===== src/rtl/motoro3_pkg.sv =====
// Shared definitions for the motoro3 PWM gate generator and commutation logic.
// State encodings, gate bit positions, commutation step codes and the
// step-to-gate-pattern decode.
package motoro3_pkg;

    typedef enum logic [1:0] {
        ST_IDLE = 2'd0,
        ST_DEAD = 2'd1,
        ST_RUN  = 2'd2
    } state_e;

    // gate_o bit order is {AH,AL,BH,BL,CH,CL}
    localparam int unsigned GATE_AH = 5;
    localparam int unsigned GATE_AL = 4;
    localparam int unsigned GATE_BH = 3;
    localparam int unsigned GATE_BL = 2;
    localparam int unsigned GATE_CH = 1;
    localparam int unsigned GATE_CL = 0;

    // Keeps only the low-side bits; used to blank the high side outside its on-window.
    localparam logic [5:0] GATE_LOW_MASK = 6'b010101;

    localparam logic [3:0] STEP_COAST = 4'd0;
    localparam logic [3:0] STEP_1     = 4'd1;
    localparam logic [3:0] STEP_2     = 4'd2;
    localparam logic [3:0] STEP_3     = 4'd3;
    localparam logic [3:0] STEP_4     = 4'd4;
    localparam logic [3:0] STEP_5     = 4'd5;
    localparam logic [3:0] STEP_6     = 4'd6;

    // Full gate pattern (high and low side both on) for a commutation step.
    function automatic logic [5:0] step2gate(input logic [3:0] s);
        logic [5:0] g;
        g = '0;
        case (s)
            STEP_1:     begin g[GATE_AH] = 1'b1; g[GATE_BL] = 1'b1; end
            STEP_2:     begin g[GATE_AH] = 1'b1; g[GATE_CL] = 1'b1; end
            STEP_3:     begin g[GATE_BH] = 1'b1; g[GATE_CL] = 1'b1; end
            STEP_4:     begin g[GATE_BH] = 1'b1; g[GATE_AL] = 1'b1; end
            STEP_5:     begin g[GATE_CH] = 1'b1; g[GATE_AL] = 1'b1; end
            STEP_6:     begin g[GATE_CH] = 1'b1; g[GATE_BL] = 1'b1; end
            STEP_COAST: g = '0;
            default:    g = '0;
        endcase
        return g;
    endfunction

endpackage


===== src/rtl/motoro3_pwm_counter.sv =====
// PWM period counter: owns cnt, wrap detection and the period_start pulse.
// MOTORO3_PWM_CENTER_ALIGNED_EN selects an up/down (centre-aligned) count;
// otherwise the counter is an edge-aligned up-counter.
module motoro3_pwm_counter #(
    parameter int unsigned MIN_PERIOD = 2
) (
    input  logic        clk,
    input  logic        nRst,
    input  logic        run,
    input  logic [11:0] per_s,
    output logic [11:0] cnt,
    output logic        wrap,
    output logic        period_start
);

    localparam logic [11:0] MIN_PER = 12'(MIN_PERIOD);

    logic [11:0] cnt_q;
    logic [11:0] per_m1;
    logic        per_bad;
    logic        wrap_raw;

    assign per_m1  = per_s - 12'd1;
    assign per_bad = per_s < MIN_PER;
    assign cnt     = cnt_q;

`ifdef MOTORO3_PWM_CENTER_ALIGNED_EN
    logic down_q;

    // Period ends on the down-count just before reaching 0 (per_s=2 has no down leg).
    always_comb begin
        if (down_q) begin
            wrap_raw = cnt_q <= 12'd1;
        end else begin
            wrap_raw = (cnt_q >= per_m1) && (per_m1 <= 12'd1);
        end
        // An illegal period is re-checked every cycle so a fix is picked up at once.
        wrap = run && (per_bad || wrap_raw);
    end

    // Up/down count; held at 0 counting up whenever not running.
    always_ff @(posedge clk or negedge nRst) begin
        if (!nRst) begin
            cnt_q  <= '0;
            down_q <= 1'b0;
        end else if (!run || wrap) begin
            cnt_q  <= '0;
            down_q <= 1'b0;
        end else if (!down_q && (cnt_q >= per_m1)) begin
            cnt_q  <= per_m1 - 12'd1;
            down_q <= 1'b1;
        end else if (down_q) begin
            cnt_q <= cnt_q - 12'd1;
        end else begin
            cnt_q <= cnt_q + 12'd1;
        end
    end
`else
    // Edge-aligned: period ends at per_s-1; illegal period wraps every cycle.
    always_comb begin
        wrap_raw = cnt_q >= per_m1;
        wrap     = run && (per_bad || wrap_raw);
    end

    // Up-count; held at 0 whenever not running.
    always_ff @(posedge clk or negedge nRst) begin
        if (!nRst) begin
            cnt_q <= '0;
        end else if (!run || wrap) begin
            cnt_q <= '0;
        end else begin
            cnt_q <= cnt_q + 12'd1;
        end
    end
`endif

    // Pulse coincides with cnt=0 of the new period; suppressed while the period is illegal.
    always_ff @(posedge clk or negedge nRst) begin
        if (!nRst) begin
            period_start <= 1'b0;
        end else begin
            period_start <= run && wrap && !per_bad;
        end
    end

endmodule


===== src/rtl/motoro3_pwm_gate_gen.sv =====
// 3-phase bridge gate generator: chops the high side at the PWM rate, holds
// the low side per commutation step and inserts dead-time on step changes.
// Optional macro MOTORO3_PWM_CENTER_ALIGNED_EN selects centre-aligned PWM.
module motoro3_pwm_gate_gen
    import motoro3_pkg::*;
#(
    parameter int unsigned DEAD_CYC   = 8,
    parameter int unsigned MIN_PERIOD = 2
) (
    input  logic        clk,
    input  logic        nRst,
    input  logic        en,
    input  logic [11:0] pwm_len,
    input  logic [11:0] pwm_period,
    input  logic [3:0]  step,
    output logic [5:0]  gate_o,
    output logic        period_start,
    output logic        cfg_err,
    output logic [1:0]  state_o
);

    localparam logic [7:0]  DEAD_INIT = 8'(DEAD_CYC);
    localparam logic [11:0] MIN_PER   = 12'(MIN_PERIOD);

    state_e      state;
    logic [11:0] len_s;
    logic [11:0] per_s;
    logic [3:0]  step_s;
    logic [7:0]  deadcnt;

    logic [11:0] cnt;
    logic        wrap;
    logic        run;
    logic        per_bad;
    logic        hi_on;
    logic [5:0]  run_gate;

    assign run     = (state == ST_RUN) && en;
    assign per_bad = per_s < MIN_PER;
    assign cfg_err = (state == ST_RUN) && per_bad;
    assign state_o = state;

    motoro3_pwm_counter #(
        .MIN_PERIOD (MIN_PERIOD)
    ) u_counter (
        .clk          (clk),
        .nRst         (nRst),
        .run          (run),
        .per_s        (per_s),
        .cnt          (cnt),
        .wrap         (wrap),
        .period_start (period_start)
    );

    // High-side on-window for the current count, then mask the step pattern.
    always_comb begin
`ifdef MOTORO3_PWM_CENTER_ALIGNED_EN
        hi_on = (len_s >= per_s) || (cnt >= (per_s - len_s));
`else
        hi_on = cnt < len_s;
`endif
        run_gate = step2gate(step_s) & (hi_on ? 6'h3F : GATE_LOW_MASK);
    end

    // Control FSM with shadow registers and the registered gate outputs.
    always_ff @(posedge clk or negedge nRst) begin
        if (!nRst) begin
            state   <= ST_IDLE;
            gate_o  <= '0;
            len_s   <= '0;
            per_s   <= '0;
            step_s  <= '0;
            deadcnt <= '0;
        end else begin
            case (state)
                ST_IDLE: begin
                    gate_o <= '0;
                    if (en) begin
                        len_s   <= pwm_len;
                        per_s   <= pwm_period;
                        step_s  <= step;
                        deadcnt <= DEAD_INIT;
                        state   <= ST_DEAD;
                    end
                end
                ST_DEAD: begin
                    gate_o <= '0;
                    if (!en) begin
                        state <= ST_IDLE;
                    end else begin
                        deadcnt <= deadcnt - 8'd1;
                        if (deadcnt <= 8'd1) begin
                            state <= ST_RUN;
                        end
                    end
                end
                ST_RUN: begin
                    if (!en) begin
                        gate_o <= '0;
                        state  <= ST_IDLE;
                    end else begin
                        // Last cycle of the old pattern still drives; DEAD blanks after it.
                        gate_o <= per_bad ? 6'h00 : run_gate;
                        if (wrap) begin
                            len_s <= pwm_len;
                            per_s <= pwm_period;
                            if (step != step_s) begin
                                step_s  <= step;
                                deadcnt <= DEAD_INIT;
                                state   <= ST_DEAD;
                            end
                        end
                    end
                end
                default: begin
                    gate_o <= '0;
                    state  <= ST_IDLE;
                end
            endcase
        end
    end

    // A phase's high and low switches must never conduct together.
    a_no_shoot_through: assert property (@(posedge clk) disable iff (!nRst)
        !(gate_o[GATE_AH] && gate_o[GATE_AL]) &&
        !(gate_o[GATE_BH] && gate_o[GATE_BL]) &&
        !(gate_o[GATE_CH] && gate_o[GATE_CL]));

endmodule


===== config.mk =====
export PLATFORM = sky130hd
export DESIGN_NAME = motoro3_pwm_gate_gen
export DESIGN_NICKNAME = d
export VERILOG_FILES = /design/src/rtl/motoro3_pkg.sv /design/src/rtl/motoro3_pwm_counter.sv /design/src/rtl/motoro3_pwm_gate_gen.sv
export SDC_FILE = /design/constraint.sdc
export NUM_CORES = 1
export LEC_CHECK = 0
export ABC_AREA = 0
export ABC_CLOCK_PERIOD_IN_PS = 4900
export CORE_MARGIN = 2
export CORE_UTILIZATION = 56
export CTS_CLUSTER_SIZE = 40
export DETAILED_ROUTE_END_ITERATION = 8
export HOLD_SLACK_MARGIN = 0.1
export PLACE_DENSITY = 0.81
export SLEW_MARGIN = 20
export SYNTH_ARGS = -nofsm -noshare
export SYNTH_HDL_FRONTEND = slang
export SYNTH_SLANG_ARGS = --single-unit

===== constraint.sdc =====
create_clock -name clk -period 4.9 [get_ports clk]
set_input_delay 0.735 -clock clk [delete_from_list [all_inputs] [get_ports clk]]
set_output_delay 0.735 -clock clk [all_outputs]
set_load 0.01 [all_outputs]

# Yosys cells after proc, flatten, opt, wreduce, memory -nomap -nowiden
# Index checks and enable logic that the tools add are counted.
# totals
regBits	57
output_inout_bits	10
inputBits	31
elab_cells	92
# op_classes
order_cmp	4
eq_ne	17
reduce_logical	22
add_sub_neg	3
n_bitwise	1
n_mux	37
# ops
operator	count
12-bit two-way mux	7
12-bit case mux with 2 select lines	2
8-bit two-way mux	5
6-bit two-way mux	4
8-bit case mux with 3 select lines	1
4-bit two-way mux	4
12-bit by 1-bit adder with 12-bit output, second input constant	1
4-bit by 3-bit equality test with 1-bit output, second input constant	3
12-bit greater-or-equal comparator	1
12-bit less-than comparator	1
12-bit by 2-bit less-than comparator with 1-bit output, second input constant	1
2-bit two-way mux	6
2-bit OR reduction	6
12-bit by 1-bit subtractor with 12-bit output, second input constant	1
4-bit by 2-bit equality test with 1-bit output, second input constant	2
8-bit by 1-bit <= comparator with 1-bit output, second input constant	1
4-bit case mux with 2 select lines	1
4-bit AND reduction	2
8-bit by 1-bit subtractor with 8-bit output, second input constant	1
6-bit AND	1
1-bit two-way mux	6
2-bit != test, second input constant	3
3-bit by 2-bit != test with 1-bit output, second input constant	2
2-bit case mux with 3 select lines	1
14 further kinds	21

# Longest topological paths before layout
# Gate-level depths: netlist (run 1).
# depth
ltp_word	7
mapped_depth	13
depth_no_buf	12

# Modules after synthesis
# From an unflattened synthesis (run 1), not the netlist that was laid out.
# hier_totals
hier_cells	332
area_unflattened_um2	3475.8
# modules_own_cells
module	area_per_inst_um2	seq_area_each_um2	n_inst	cells_each
motoro3_pwm_gate_gen	2407.3	1101.1	1	218
motoro3_pwm_counter	1068.5	325.3	1	114

# Worst setup path after synthesis (run 1)
# No wires, ideal clock.
# synth_path
kind	reg2reg
start	register per_s[4]
end	register step_s[0]
required_time_ns	4.775
synth_period_minus_slack_ns	4.096
stages_incl_launch_ff	13
setup_ns	0.125
n_path_buf	0
path_slack_ns	0.804
arrival_time_ns	3.971
path_cell_list	dfrtp_1 -> or4_1 -> or3_4 -> nor3_1 -> nor4b_1 -> xnor2_1 -> ha_1 -> nand4_1 -> or3b_2 -> a31oi_1 -> nor3_2 -> a2111oi_4 -> mux2_2
# synth_between
elab_chain_cells	6
elab_cells_between_ends	7
cone_classes	add/sub: 1; order compare: 2; eq/ne: 1; reduce/logical: 3
# synth_lines
element	line_no	source
start: declaration	motoro3_pwm_gate_gen.sv:27	logic [11:0] per_s;
start signal: assignment	motoro3_pwm_gate_gen.sv:80	per_s <= pwm_period;
start signal: assignment	motoro3_pwm_gate_gen.sv:106	per_s <= pwm_period;
12-bit by 1-bit subtractor with 12-bit output	motoro3_pwm_counter.sv:23	assign per_m1 = per_s - 12'd1;
12-bit greater-or-equal comparator	motoro3_pwm_counter.sv:61	wrap_raw = cnt_q >= per_m1;
1-bit logical OR *	motoro3_pwm_counter.sv:62	wrap = run && (per_bad || wrap_raw);
1-bit logical AND *	motoro3_pwm_counter.sv:62	
2-bit by 1-bit != test with 1-bit output (no line) *	n/a	
5-bit AND reduction (no line) *	n/a	
end signal: assignment	motoro3_pwm_gate_gen.sv:81	step_s <= step;
end signal: assignment	motoro3_pwm_gate_gen.sv:108	step_s <= step;
end: declaration	motoro3_pwm_gate_gen.sv:28	logic [3:0] step_s;
# Every way passes the cells marked *; elsewhere a longest branch is shown, timed or not.
# A chain may end at the register's enable or synchronous reset.

# Worst setup path in the final report (run 1)
# layout_path
start	register per_s[4]
end	register step_s[2]
# Same word-level chain as after synthesis.

==> impl_metrics.env, run 1 <==
export IMPL_areaGrowthSynthToFinish_pct=21.07
export IMPL_grt_first_pass_wirelength_um=10250
export IMPL_wl_um=6010
export IMPL_core_area_mm2=0.005540
export IMPL_cts_root_buf="clkbuf_8"
export IMPL_r2r_start="per_s[4]"
export IMPL_clock_skew_ps=7.263
export IMPL_tightest_slew_ps=702.9
export IMPL_synth_ff_type="dfrtp_1"
export IMPL_synth_edf_count=0
export IMPL_synth_cells=310
export IMPL_powerDensity_mw_per_mm2=489.7
export IMPL_path_max_fanout=6
export IMPL_seq_power_share=0.422
export IMPL_period_needed_ps=4298
export IMPL_ant_nets=0
export IMPL_dp_hpwl_um=4472
export IMPL_hold_viol=0
export IMPL_synth_largest_area_cell="dfrtp_1"
export IMPL_ys_async_sr_fraction=1.000
export IMPL_ys_warn_count=0
export IMPL_fin_total_pwr_uw=1912
export IMPL_rsz0062_at_grt="no"
export IMPL_p_comb_frac=0.340
export IMPL_p_int_uw=1255
export IMPL_dieArea_mm2=0.006381
export IMPL_cts_tree="done"
export IMPL_drt_pass1_iterations=4
export IMPL_fin_setup_tns_ps=0
export IMPL_utilization=0.7046
export IMPL_fin_nets=413
export IMPL_grt_pass1_vias=2325
export IMPL_antenna_cells=0
export IMPL_io_pins=41
export IMPL_worstSetupStartpointType="flop"
export IMPL_relSlewSlack=0.5314
export IMPL_fp_row_count=27
export IMPL_synth_area_top_cells="dfrtp_1 44%, ha_1 10%, mux2_2 9.8%, xor2_1 4.6%, nor2_1 4.0%"
export IMPL_die_h_um=79.88
export IMPL_dp_cells=416
export IMPL_cts_sinks=57
export IMPL_htreeDepth=3
export IMPL_wl_per_cell_um=13.91
export IMPL_io_buffers=40
export IMPL_outcome="finished clean"
export IMPL_syn_area_mm2=0.003224
export IMPL_max_cap_viol_count=0
export IMPL_via_per_inst=5.477
export IMPL_hold_start="len_s[3]"
export IMPL_setup_viol=0
export IMPL_synth_top_area_share=0.4424
export IMPL_worstSetupEndpointType="flop"
export IMPL_yosysSeqAreaShare=0.4424
export IMPL_synth_most_common_cell="dfrtp_1"
export IMPL_clock_fmax_mhz=232.6
export IMPL_drv_slew=0
export IMPL_startpoint="per_s[4]"
export IMPL_synth_nets=368
export IMPL_clockBufferDepth=2
export IMPL_leakage_uw=0.001722
export IMPL_cts_resized=0
export IMPL_crit_type="flop to flop"
export IMPL_drtIter0Drc=71
export IMPL_p_sw_frac=0.3437
export IMPL_cp_required_ps=5110
export IMPL_cts_clk_slew_worst_paths_ps=60
export IMPL_start_util=0.5820
export IMPL_synthTopCellsByCount="57 x dfrtp_1, 34 x nor2_1, 28 x mux2_2"
export IMPL_grt_start_max_net_pins=58
export IMPL_ir_worst_vdd_mv=0.3474
export IMPL_p_clk_frac=0.237
export IMPL_post_cts_setup_buffer_count=0
export IMPL_post_route_period_util=0.8772
export IMPL_arrival_ps=4510
export IMPL_holdCritPathClass="flop to flop"
export IMPL_drive_above_1_share=0.1556
export IMPL_via_count=2366
export IMPL_gp_congestion=0.7704
export IMPL_fin_cells=432
export IMPL_worstSkewPairLatency_ps=330
export IMPL_die_w_um=79.88
export IMPL_ys_seq_elements=57
export IMPL_cts_hold_buf=0
export IMPL_synth_area_per_cell_um2=10.40
export IMPL_p_sw_uw=657.1
export IMPL_drc=0
export IMPL_overflow=0
export IMPL_holdWs_ps=509.3
export IMPL_grt_usage=0.2084
export IMPL_numCtsBuffers=9
export IMPL_synth_cell_types=42
export IMPL_antenna_found_initial=0
[final cells by class]
cell class | count | area, um^2
sequential | 57 | 1426
clock inverter | 2 | 35.03
fill | 426 | 1637
timing repair buffer | 43 | 417.9
inverter | 23 | 86.33
clock buffer | 14 | 172.7
tap | 72 | 90.09
multi-input combinational | 221 | 1675
[cells in the final DEF, fill, tap and decap left out, types with 13 or more instances in the layout]
cell / instances
xor2_1: 17
mux2_2: 28
clkdlybuf4s50_1: 39
dfrtp_1: 57
nor2_1: 34
nand2_1: 19
xnor2_1: 13
inv_1: 23
ha_1: 27
[per-stage QoR]
step / cell area, um^2 / worst slack [ps]
5_1_grt: 3904 / 301.7
4_1_cts: 3904 / 598.4
3_3_place_gp: 3696 / 749.3
3_5_place_dp: 3696 / 613.8
6_report: 3904 / 601.6
2_1_floorplan: 3224 / 804.2
[power groups by stage]
stage / sequential (uW) / combinational [uW] / clock [uW]
after floorplan: 737 / 539 / 0
after global placement: 800 / 617 / 0
after detailed placement: 814 / 652 / 0
after CTS: 806 / 658 / 461
after global routing: 829 / 742 / 485
final: 807 / 651 / 454
[cells by family (layout without fill, tap and decap cells)]
| family | count (synthesis) | count (layout) | share of synthesized area |
|---|---|---|---|
| simple gates | 103 | 103 | 0.1661 |
| flops | 57 | 57 | 0.4424 |
| compound gates | 33 | 33 | 0.06947 |
| buf+inv | 32 | 82 | 0.03803 |
| xor+xnor | 30 | 30 | 0.08149 |
| mux | 28 | 28 | 0.09779 |
| fa+ha+maj | 27 | 27 | 0.1048 |
[state kept, by name, indices dropped and copies added (netlist names)]
signal / cells
u_counter.cnt: 12
per_s: 12
deadcnt: 8
gate_o: 6
len_s: 12
u_counter.period_start: 1
state_o: 2
step_s: 4
[worst max-delay path: stages, from the launching register on]
cell	delay, ps
dfrtp_1	420
or4_1	570
or3_4	380
nor3_1	180
nor4b_1	330
xnor2_1	120
ha_1	330
nand4_1	110
or3b_2	440
a31oi_1	240
nor3_2	140
a2111oi_4	530
mux2_2	390
[path summary, 6_finish.rpt]
path | slack [ps] | cells after the start | end
setup / recovery | 600 | 12 | step_s[2]
min in group asynchronous | 540 | 2 | gate_o[2]
hold reg to reg | 510 | 1 | len_s[3]
setup reg to reg | 600 | 12 | step_s[2]
max in group asynchronous | 3900 | 2 | per_s[6]
hold / removal | 510 | 1 | len_s[3]
[per-layer routing]
layer  part of all wire  track usage  up-vias
li1                   -            -     1160
met3              0.036      0.05430        9
met5                  0            0        -
met1               0.46       0.2629     1151
met4              0.015      0.08136        0
met2               0.49       0.3417       46
Power figures use the tool's default switching activity.
==> run 2, diff against run 1 <==
Settings changed: ABC_AREA 0 to not set, CORE_MARGIN 2 to not set.
==> impl_metrics.env, run 2 (synthesis results as in run 1) <==
export IMPL_grt_first_pass_wirelength_um=10380
export IMPL_cts_resized=0
export IMPL_max_cap_viol_count=0
export IMPL_via_per_inst=5.397
export IMPL_met3_usage=0.05765
export IMPL_fin_total_pwr_uw=1931
export IMPL_drc=0
export IMPL_busiest_layer="met2"
export IMPL_dp_cells=416
export IMPL_dieArea_mm2=0.006065
export IMPL_arrival_ps=4570
export IMPL_powerDensity_mw_per_mm2=493.9
export IMPL_relSlewSlack=0.5029
export IMPL_slowest_delay_ps=570
export IMPL_cts_clk_slew_worst_paths_ps=60
export IMPL_drv_slew=0
export IMPL_grt_pass1_vias=2293
export IMPL_via_count=2326
export IMPL_io_buffers=40
export IMPL_ant_nets=0
export IMPL_drt_pass1_iterations=4
export IMPL_areaGrowthSynthToFinish_pct=21.27
export IMPL_ir_worst_vdd_mv=0.3170
export IMPL_core_area_mm2=0.005540
export IMPL_outcome="finished clean"
export IMPL_antenna_found_initial=0
export IMPL_io_pins=41
export IMPL_critPathSlowestCell="or4_1"
export IMPL_htreeDepth=3
export IMPL_period_needed_ps=4358
export IMPL_fin_cells=431
export IMPL_mostFrequentLayoutCells="57 x dfrtp_1, 39 x clkdlybuf4s50_1, 34 x nor2_1"
export IMPL_r2r_end="step_s[2]"
export IMPL_wl_per_cell_um=14.35
export IMPL_cts_hold_buf=0
export IMPL_met2_usage=0.3708
export IMPL_cts_root_buf="clkbuf_8"
export IMPL_cts_tree="done"
export IMPL_tightest_slew_ps=735.2
export IMPL_clock_skew_ps=4.663
export IMPL_overflow=0
export IMPL_grt_usage=0.2275
export IMPL_die_h_um=77.88
export IMPL_dp_hpwl_um=4553
export IMPL_hold_start="len_s[8]"
export IMPL_numCtsBuffers=9
export IMPL_holdCritPathClass="flop to flop"
export IMPL_setup_viol=0
export IMPL_worstSetupStartpointType="flop"
export IMPL_post_route_period_util=0.8893
export IMPL_r2r_start="per_s[4]"
export IMPL_startpoint="per_s[4]"
export IMPL_r2r_setup_slack_ps=540
export IMPL_clock_fmax_mhz=229.5
export IMPL_drtIter0Drc=82
export IMPL_worstSkewPairLatency_ps=340
export IMPL_met1_usage=0.2781
export IMPL_reg2reg_depth=12
export IMPL_crit_path_cell_trace="or4_1 -> or3_4 -> nor3_1 -> nor4b_1 -> xnor2_1 -> ha_1 -> nand4_1 -> or3b_2 -> a31oi_1 -> nor3_2 -> a2111oi_4 -> mux2_2"
export IMPL_wl_um=6186
export IMPL_antenna_cells=0
export IMPL_fin_setup_tns_ps=0
export IMPL_grt_start_max_net_pins=58
export IMPL_die_w_um=77.88
export IMPL_fp_row_count=27
export IMPL_hold_depth=1
export IMPL_cp_required_ps=5120
export IMPL_hold_viol=0
export IMPL_worstSetupEndpointType="flop"
export IMPL_crit_type="flop to flop"
export IMPL_holdPathEnd="len_s[8]"
export IMPL_rsz0062_at_grt="no"
export IMPL_drive_above_1_share=0.1588
export IMPL_fin_nets=413
export IMPL_post_cts_setup_buffer_count=0
export IMPL_path_max_fanout=6
export IMPL_leakage_uw=0.001726
export IMPL_cts_sinks=57
export IMPL_clockBufferDepth=2
export IMPL_gp_congestion=0.7995
export IMPL_layout_commonest_cell="dfrtp_1"
export IMPL_start_util=0.5820
## run 2: cell types whose count changed in the layout (fill, tap and decap cells not counted), sizes merged
cell	previous run	this run
clkbuf	14	13
## run 2: worst max-delay path by stage
stage           endpoint  slack (ps)  cells past startpoint
3_5_place_dp   step_s[2]         560                     12
6_report       step_s[2]         540                     12
2_1_floorplan  step_s[0]         800                     12
5_1_grt        step_s[2]         340                     12
3_3_place_gp   step_s[2]         760                     12
4_1_cts        step_s[2]         540                     12
## run 2: cell type report
class / instances / area [um^2]
multi-input combinational: 221 / 1675
fill: 410 / 1630
timing repair buffer: 43 / 417.9
tap: 72 / 90.09
inverter: 23 / 86.33
clock inverter: 2 / 35.03
sequential: 57 / 1426
clock buffer: 13 / 178.9
## run 2: stage by stage
step	hold slack (ps)	instance area (um^2)	setup WS [ps]	utilization
3_3_place_gp	490.5	3696	758.2	0.6671
4_1_cts	512.7	3910	540.8	0.7057
3_5_place_dp	498.9	3696	556.6	0.6671
6_report	509.6	3910	542.4	0.7057
2_1_floorplan	439.4	3224	804.2	-
5_1_grt	531.8	3910	336.2	0.7057
## run 2: where the power goes
group          leakage (uW)  internal, uW  switching, uW
clock              0.000112           287            179
combinational      0.000893           354            306
sequential         0.000722           625            181
## run 2: worst max-delay path: cells and delay by family (launching register included)
family                   cells  cell delay, ps
AND/OR/NAND/NOR              7            2180
XOR/XNOR                     1             130
adder cells (fa/ha/maj)      1             340
flip-flops                   1             420
AO/OA/AOI/OAI                2             770
multiplexers                 1             400
## run 2: routing by layer
layer	wire, um	up-vias
li1	-	1153
met1	2740	1113
met2	3069	46
met3	211	14
met4	164	0
met5	0	-
==> run 3, diff against run 2 <==
Settings changed: CORE_UTILIZATION 56 to 38, PLACE_DENSITY 0.81 to 0.58.
==> impl_metrics.env, run 3 (synthesis results as in run 1) <==
export IMPL_p_clk_frac=0.260
export IMPL_hold_viol=0
export IMPL_drtIter0Drc=57
export IMPL_cts_sinks=57
export IMPL_drc=0
export IMPL_wl_met2_um=2987
export IMPL_worstSetupEndpointType="flop"
export IMPL_fin_cells=464
export IMPL_setup_viol=0
export IMPL_htreeDepth=3
export IMPL_p_sw_frac=0.3311
export IMPL_grt_first_pass_wirelength_um=10560
export IMPL_overflow=0
export IMPL_via_count=2310
export IMPL_fin_nets=413
export IMPL_top_layer="met4"
export IMPL_via_per_inst=4.978
export IMPL_holdCritPathClass="flop to flop"
export IMPL_mostFrequentLayoutCells="57 x dfrtp_1, 39 x clkdlybuf4s50_1, 34 x nor2_1"
export IMPL_start_util=0.3924
export IMPL_drive_above_1_share=0.1560
export IMPL_relSlewSlack=0.5136
export IMPL_max_cap_viol_count=0
export IMPL_outcome="finished clean"
export IMPL_cts_hold_buf=0
export IMPL_cts_clk_slew_worst_paths_ps=60
export IMPL_grt_usage=0.1562
export IMPL_antenna_found_initial=0
export IMPL_layout_commonest_cell="dfrtp_1"
export IMPL_crit_type="flop to flop"
export IMPL_wl_per_cell_um=13.26
export IMPL_fin_setup_tns_ps=0
export IMPL_seq_power_share=0.411
export IMPL_io_buffers=40
export IMPL_rsz0062_at_grt="no"
export IMPL_post_route_period_util=0.9225
export IMPL_gp_congestion=0.7698
export IMPL_ant_nets=0
export IMPL_dp_slack_ps=407.0
export IMPL_io_pins=41
export IMPL_die_h_um=94.12
export IMPL_ir_worst_vdd_mv=0.2982
export IMPL_p_comb_frac=0.329
export IMPL_cts_root_buf="clkbuf_8"
export IMPL_p_sw_uw=644.5
export IMPL_clock_fmax_mhz=221.2
export IMPL_clockBufferDepth=2
export IMPL_period_needed_ps=4520
export IMPL_areaGrowthSynthToFinish_pct=23.01
export IMPL_cp_required_ps=5120
export IMPL_post_cts_setup_buffer_count=0
export IMPL_cts_tree="done"
export IMPL_drt_met1_wl_um=2870
export IMPL_drv_slew=0
export IMPL_core_area_mm2=0.008217
export IMPL_die_w_um=94.12
export IMPL_tightest_slew_ps=729.5
export IMPL_wl_um=6154
export IMPL_arrival_ps=4740
export IMPL_dp_hpwl_um=4418
export IMPL_numCtsBuffers=9
export IMPL_dr_wl_met3_um=198
export IMPL_leakage_uw=0.001731
export IMPL_cts_resized=0
export IMPL_worstSetupStartpointType="flop"
export IMPL_grt_start_max_net_pins=58
export IMPL_p_int_uw=1302
export IMPL_powerDensity_mw_per_mm2=490.7
export IMPL_drt_pass1_iterations=4
export IMPL_dp_cells=449
export IMPL_path_max_fanout=10
export IMPL_antenna_cells=0
export IMPL_grt_pass1_vias=2248
export IMPL_dieArea_mm2=0.008858
export IMPL_fp_row_count=33
export IMPL_fin_total_pwr_uw=1946
export IMPL_clock_skew_ps=8.898
export IMPL_worstSkewPairLatency_ps=330
export IMPL_setup_slack_ps=380.0
-- run 3: power groups by stage --
| stage | logic (uW) | registers [uW] | clock network (uW) |
|---|---|---|---|
| after floorplan | 539 | 737 | 0 |
| after global placement | 631 | 804 | 0 |
| after detailed placement | 645 | 808 | 0 |
| after CTS | 651 | 800 | 523 |
| after global routing | 731 | 829 | 541 |
| final | 640 | 800 | 506 |
-- run 3: path summary, 6_finish.rpt --
| check | to | slack [ps] | cells after the start | from |
|---|---|---|---|---|
| min in group asynchronous | deadcnt[4] | 540 | 2 | nRst |
| min | len_s[1] | 510 | 1 | len_s[1] |
| min reg2reg | len_s[1] | 510 | 1 | len_s[1] |
| max in group asynchronous | u_counter.cnt[7] | 3870 | 2 | nRst |
| max reg2reg | step_s[2] | 380 | 12 | per_s[4] |
| max | step_s[2] | 380 | 12 | per_s[4] |
-- run 3: critical path: stages (launching register included) --
cell and delay [ps]:
dfrtp_1 410, or4_1 550, or3_4 380, nor3_1 180, nor4b_1 340, xnor2_1 120, ha_1 320, nand4_1 120
or3b_2 450, a31oi_1 250, nor3_2 150, a2111oi_4 730, mux2_2 410
-- run 3: stage by stage --
stage / utilization / hold slack, ps / area, um^2
after detailed placement: 0.4549 / 497.4 / 3737
after global routing: 0.4827 / 523.0 / 3966
after floorplan: - / 439.4 / 3224
after CTS: 0.4827 / 512.7 / 3966
after global placement: 0.4549 / 493.9 / 3737
final: 0.4827 / 507.5 / 3966
-- run 3: layout make-up --
| class | count | area [um^2] |
|---|---|---|
| repair buffers | 43 | 417.9 |
| clock inverters | 2 | 60.06 |
| multi-input cells | 221 | 1675 |
| flip-flops and latches | 57 | 1426 |
| clock buffers | 13 | 168.9 |
| well taps | 105 | 131.4 |
| fillers | 788 | 4250 |
| inverters | 23 | 86.33 |
-- run 3: per-layer routing --
metal / vias up / global-route usage
li1: 1157 / -
met1: 1110 / 0.1937
met2: 33 / 0.2567
met3: 10 / 0.04450
met4: 0 / 0.05769
met5: - / 0
==> RTL edit 1: new RTL, settings of run 3 <==
Build with the macro `MOTORO3_PWM_CENTER_ALIGNED_EN` defined.
--- a/src/rtl/motoro3_pwm_counter.sv
+++ b/src/rtl/motoro3_pwm_counter.sv
@@ -3,2 +3,4 @@
 // otherwise the counter is an edge-aligned up-counter.
+`define MOTORO3_PWM_CENTER_ALIGNED_EN
+
 module motoro3_pwm_counter #(
Behaviour: no difference found for any inputs over 10 cycles, from zero or initial values and one cycle with nRst low; that may be too few to reach the edited logic, so the function may still have changed.
==> RTL edit 1 against run 3 <==
  * Sequential cell count increased by 1
  * Final area up 30%
  * Area after synthesis increased by 36%
  * Worst setup slack improved by 0.25 ns
  * Sequential power rose by 2.9%
  * Critical path depth rose by 3
  * Final cell count up 42%
  * Wire length is 67% higher
  * Power rose by 61%
  * Sequential share of layout area decreased by 7.8 points
  * Clock skew decreased by 0.0041 ns
  * Critical endpoint is now u_counter.cnt[2]
==> RTL edit 1: results (changes against run 3) <==
| Metric | Value |
|---|---|
| Result of the run | finished, final reports clean (unchanged) |
| Bufs w/o clock | 42 (was 43) |
| HPWL reported at the end of detailed placement | 7.71 mm (was 4.42 mm) |
| Power consumed by sequential cells | 0.823 mW (was 0.800 mW) |
| Cell leakage power | 2.26 nW (was 1.73 nW) |
| Average via count per standard cell | 5.34 (was 4.98) |
| Top cell types by occurrence after synthesis | dfrtp_1, nor2_1, ha_1 (was dfrtp_1, nor2_1, mux2_2) |
| Fin Clk Skew | 0.00478 ns (was 0.00890 ns) |
| Combined flip-flop and latch cell area | 1450 um^2 (was 1430 um^2) |
| Launch point of the critical path | per_s[0] (was per_s[4]) |
| Max incr delay on CP | 0.50 ns (was 0.73 ns) |
| Dominant cells by area after synthesis | dfrtp_1, ha_1, xnor2_1, nor2_1, xor2_1 (was dfrtp_1, ha_1, mux2_2, xor2_1, nor2_1) |
| Largest net degree at the start of global routing | 59 (was 58) |
| Number of cell instances on the worst register-to-register path | 15 (was 12) |
| Sum of routed wire segments on met1 | 4.91 mm (was 2.87 mm) |
| Hold path start | len_s[0] (was len_s[1]) |
| Routed wire length on met2 | 4.83 mm (was 2.99 mm) |
| Total number of multi-input combinational cells | 375 (was 221) |
| Library cell contributing the largest single delay on the critical path | a2111oi_1 (was a2111oi_4) |
| Wire length of the first global-routing pass | 17.5 mm (was 10.6 mm) |
| Adder-cell share of the synthesized area | 0.128 (was 0.105) |
| Layout fillers | 1100 (was 788) |
| Critical path fanouts, max | 13 (was 10) |
| Reg-to-reg endpoint | u_counter.cnt[2] (was step_s[2]) |
| Fraction of area in multi-input gates | 0.527 (was 0.422) |
| Worst-case hold path end point | len_s[0] (was len_s[1]) |
| Proportion of layout cells with a drive suffix above 1 | 0.0808 (was 0.156) |
| Non-clock buffers, area share | 0.0795 (was 0.105) |
| Reg-to-reg slack, setup | 0.63 ns (was 0.38 ns) |
| Global placer's final weighted congestion | 0.879 (was 0.770) |
| Wire length on met3 | 345 um (was 198 um) |
| Number of nets in the final layout | 590 (was 413) |
| Avg WL per Cell | 15.6 um (was 13.3 um) |
| Xor/xnor share of the synthesized area | 0.0993 (was 0.0815) |
| Tightest slew margin relative to the limit | 0.499 (was 0.514) |
| Clock root buffer | clkbuf_16 (was clkbuf_8) |
| Number of distinct library cell variants in the gate-level netlist after synthesis | 58 (was 42) |
| Initial DRC count | 206 (was 57) |
| Clock distribution area overhead in the final layout | 0.0572 (was 0.0577) |
-- RTL edit 1: cell types whose count changed after synthesis, moves of 13 or more --
cell             run 3  this run
xnor2_1             13        28
ha_1                27        43
o21ai_0              8        26
a211oi_1             1        14
mux2_2              28        10
nor2_1              34        49
nand2_1             19        36
-- RTL edit 1: stage by stage --
step	setup WS, ns	cells	power, mW	hold WS (ns)	area [um^2]
floorplan	1.20	480	2.13	0.439	4370
global placement	0.852	644	2.49	0.526	4860
detailed placement	0.695	644	2.52	0.518	4860
CTS	0.650	660	3.17	0.530	5160
global route	0.313	660	3.42	0.560	5160
finish	0.628	660	3.14	0.528	5160
-- RTL edit 1: metal layers --
| layer | vias up | track usage |
|---|---|---|
| li1 | 1765 | - |
| met1 | 1672 | 0.251 |
| met2 | 74 | 0.322 |
| met3 | 16 | 0.0329 |
| met4 | 0 | 0.0619 |
| met5 | - | 0 |
==> RTL edit 2: new RTL, flow settings as in run 3 <==
Made on the original files. Put a register stage on the output `period_start`. The value now appears one clock later. The other outputs are not delayed to match.
--- a/src/rtl/motoro3_pwm_gate_gen.sv
+++ b/src/rtl/motoro3_pwm_gate_gen.sv
@@ -23,2 +23,4 @@
     localparam logic [11:0] MIN_PER   = 12'(MIN_PERIOD);
+
+    logic period_start_d;
 
@@ -51,3 +53,3 @@
         .wrap         (wrap),
-        .period_start (period_start)
+        .period_start (period_start_d)
     );
@@ -128,2 +130,6 @@
 
+    always_ff @(posedge clk) begin
+        period_start <= period_start_d;
+    end
+
 endmodule
Function: no difference found for any inputs over 10 cycles, from zero or initial values and one cycle with nRst low; that may be too few to reach the edited logic, so the function may still have changed.
==> RTL edit 2 against run 3 <==
  * Clock skew up 0.0065 ns
  * Worst setup slack better by 0.061 ns
  * Critical path depth unchanged
  * Power down 2.7%
  * Global-route usage up 0.10 points
  * Sequential cell count up 1
  * Final area down 0.32%
  * Wire length up 2.3%
  * Area after synthesis up 0.62%
  * Synthesized cell count up 0.32%
  * Sequential share of layout area up 0.62 points
  * Maximum frequency up 1.4%
  * Hold slack worse by 0.15 ns
  * Via count down 0.82%
==> RTL edit 2: results (changes against run 3) <==
| Metric | Value |
|---|---|
| Layout fillers | 805 (was 788) |
| Reg-to-reg endpoint | step_s[3] (was step_s[2]) |
| Ys async rst share | 0.983 (was 1.00) |
| Proportion of layout cells with a drive suffix above 1 | 0.158 (was 0.156) |
| Dominant cells by area after synthesis | dfrtp_1, ha_1, mux2_2, xor2_1, nor2_1 (unchanged) |
| Wire length of the first global-routing pass | 10.8 mm (was 10.6 mm) |
| Number of nets in the final layout | 414 (was 413) |
| Syn nets | 369 (was 368) |
| Global placer's final weighted congestion | 0.782 (was 0.770) |
| All-Layer GR Usage | 0.157 (was 0.156) |
| Data arrival time at the worst-slack endpoint | 4.68 ns (was 4.74 ns) |
| Fin Clk Skew | 0.0154 ns (was 0.00890 ns) |
| Wire length on met3 | 185 um (was 198 um) |
| Cell leakage power | 1.72 nW (was 1.73 nW) |
| Met1 routing resource usage after global routing | 0.199 (was 0.194) |
| Reg-to-reg slack, setup | 0.44 ns (was 0.38 ns) |
| Avg WL per Cell | 13.5 um (was 13.3 um) |
| Sum of routed wire segments on met1 | 3.02 mm (was 2.87 mm) |
| Post-Route WL | 6.30 mm (was 6.15 mm) |
| Average via count per standard cell | 4.92 (was 4.98) |
| Maximum VDD drop | 0.000170 V (was 0.000298 V) |
| Initial DRC count | 51 (was 57) |
| Met3 usage in global routing | 0.0322 (was 0.0445) |
| Hold path start | u_counter.period_start (was len_s[1]) |
| Result of the run | finished, final reports clean (unchanged) |
| Cell count of the worst hold path | 0 (was 1) |
| HPWL reported at the end of detailed placement | 4.56 mm (was 4.42 mm) |
| Cell total after placement | 450 (was 449) |
| Post-Syn Instances | 311 (was 310) |
## RTL edit 2: final cells by class
class                   count  area share
multi-input cells         221       0.424
flip-flops and latches     58       0.366
repair buffers             43       0.106
clock buffers              11      0.0358
well taps                 105      0.0332
inverters                  23      0.0218
clock inverters             5      0.0139
## RTL edit 2: worst max-delay path by stage
stage	depth (start not counted)	start	to	slack (ns)
after floorplan	12	per_s[4]	step_s[0]	0.80
after global placement	12	per_s[4]	step_s[1]	0.50
after detailed placement	12	per_s[4]	step_s[3]	0.37
after CTS	12	per_s[4]	step_s[3]	0.35
after global routing	12	per_s[4]	step_s[3]	0.05
final	12	per_s[4]	step_s[3]	0.44
## RTL edit 2: critical path, cell delays in order, from the launching register on
cell,delay [ns]
dfrtp_1,0.41
or4_1,0.55
or3_4,0.38
nor3_1,0.19
nor4b_1,0.33
xnor2_1,0.12
ha_1,0.32
nand4_1,0.12
or3b_2,0.45
a31oi_1,0.26
nor3_2,0.15
a2111oi_4,0.67
mux2_2,0.41
## RTL edit 2: metrics by stage
step,hold WS [ns],setup slack [ns],instance area (um^2)
floorplan,0.324,0.804,3240
global placement,0.329,0.505,3760
detailed placement,0.339,0.371,3760
CTS,0.351,0.353,3950
global route,0.373,0.0509,3950
finish,0.355,0.441,3950
## RTL edit 2: cells by family (layout without fill, tap and decap cells)
logic type	count (synthesis)	after routing	synth area share
fa+ha+maj	27	27	0.104
buf+inv	32	82	0.0378
simple gates	103	103	0.165
mux	28	28	0.0972
xor+xnor	30	30	0.0810
compound gates	33	33	0.0690
flops	58	58	0.446
## RTL edit 2: where the power goes
part | internal, mW | switching, mW
clock | 0.247 | 0.197
sequential | 0.633 | 0.178
combinational | 0.351 | 0.288
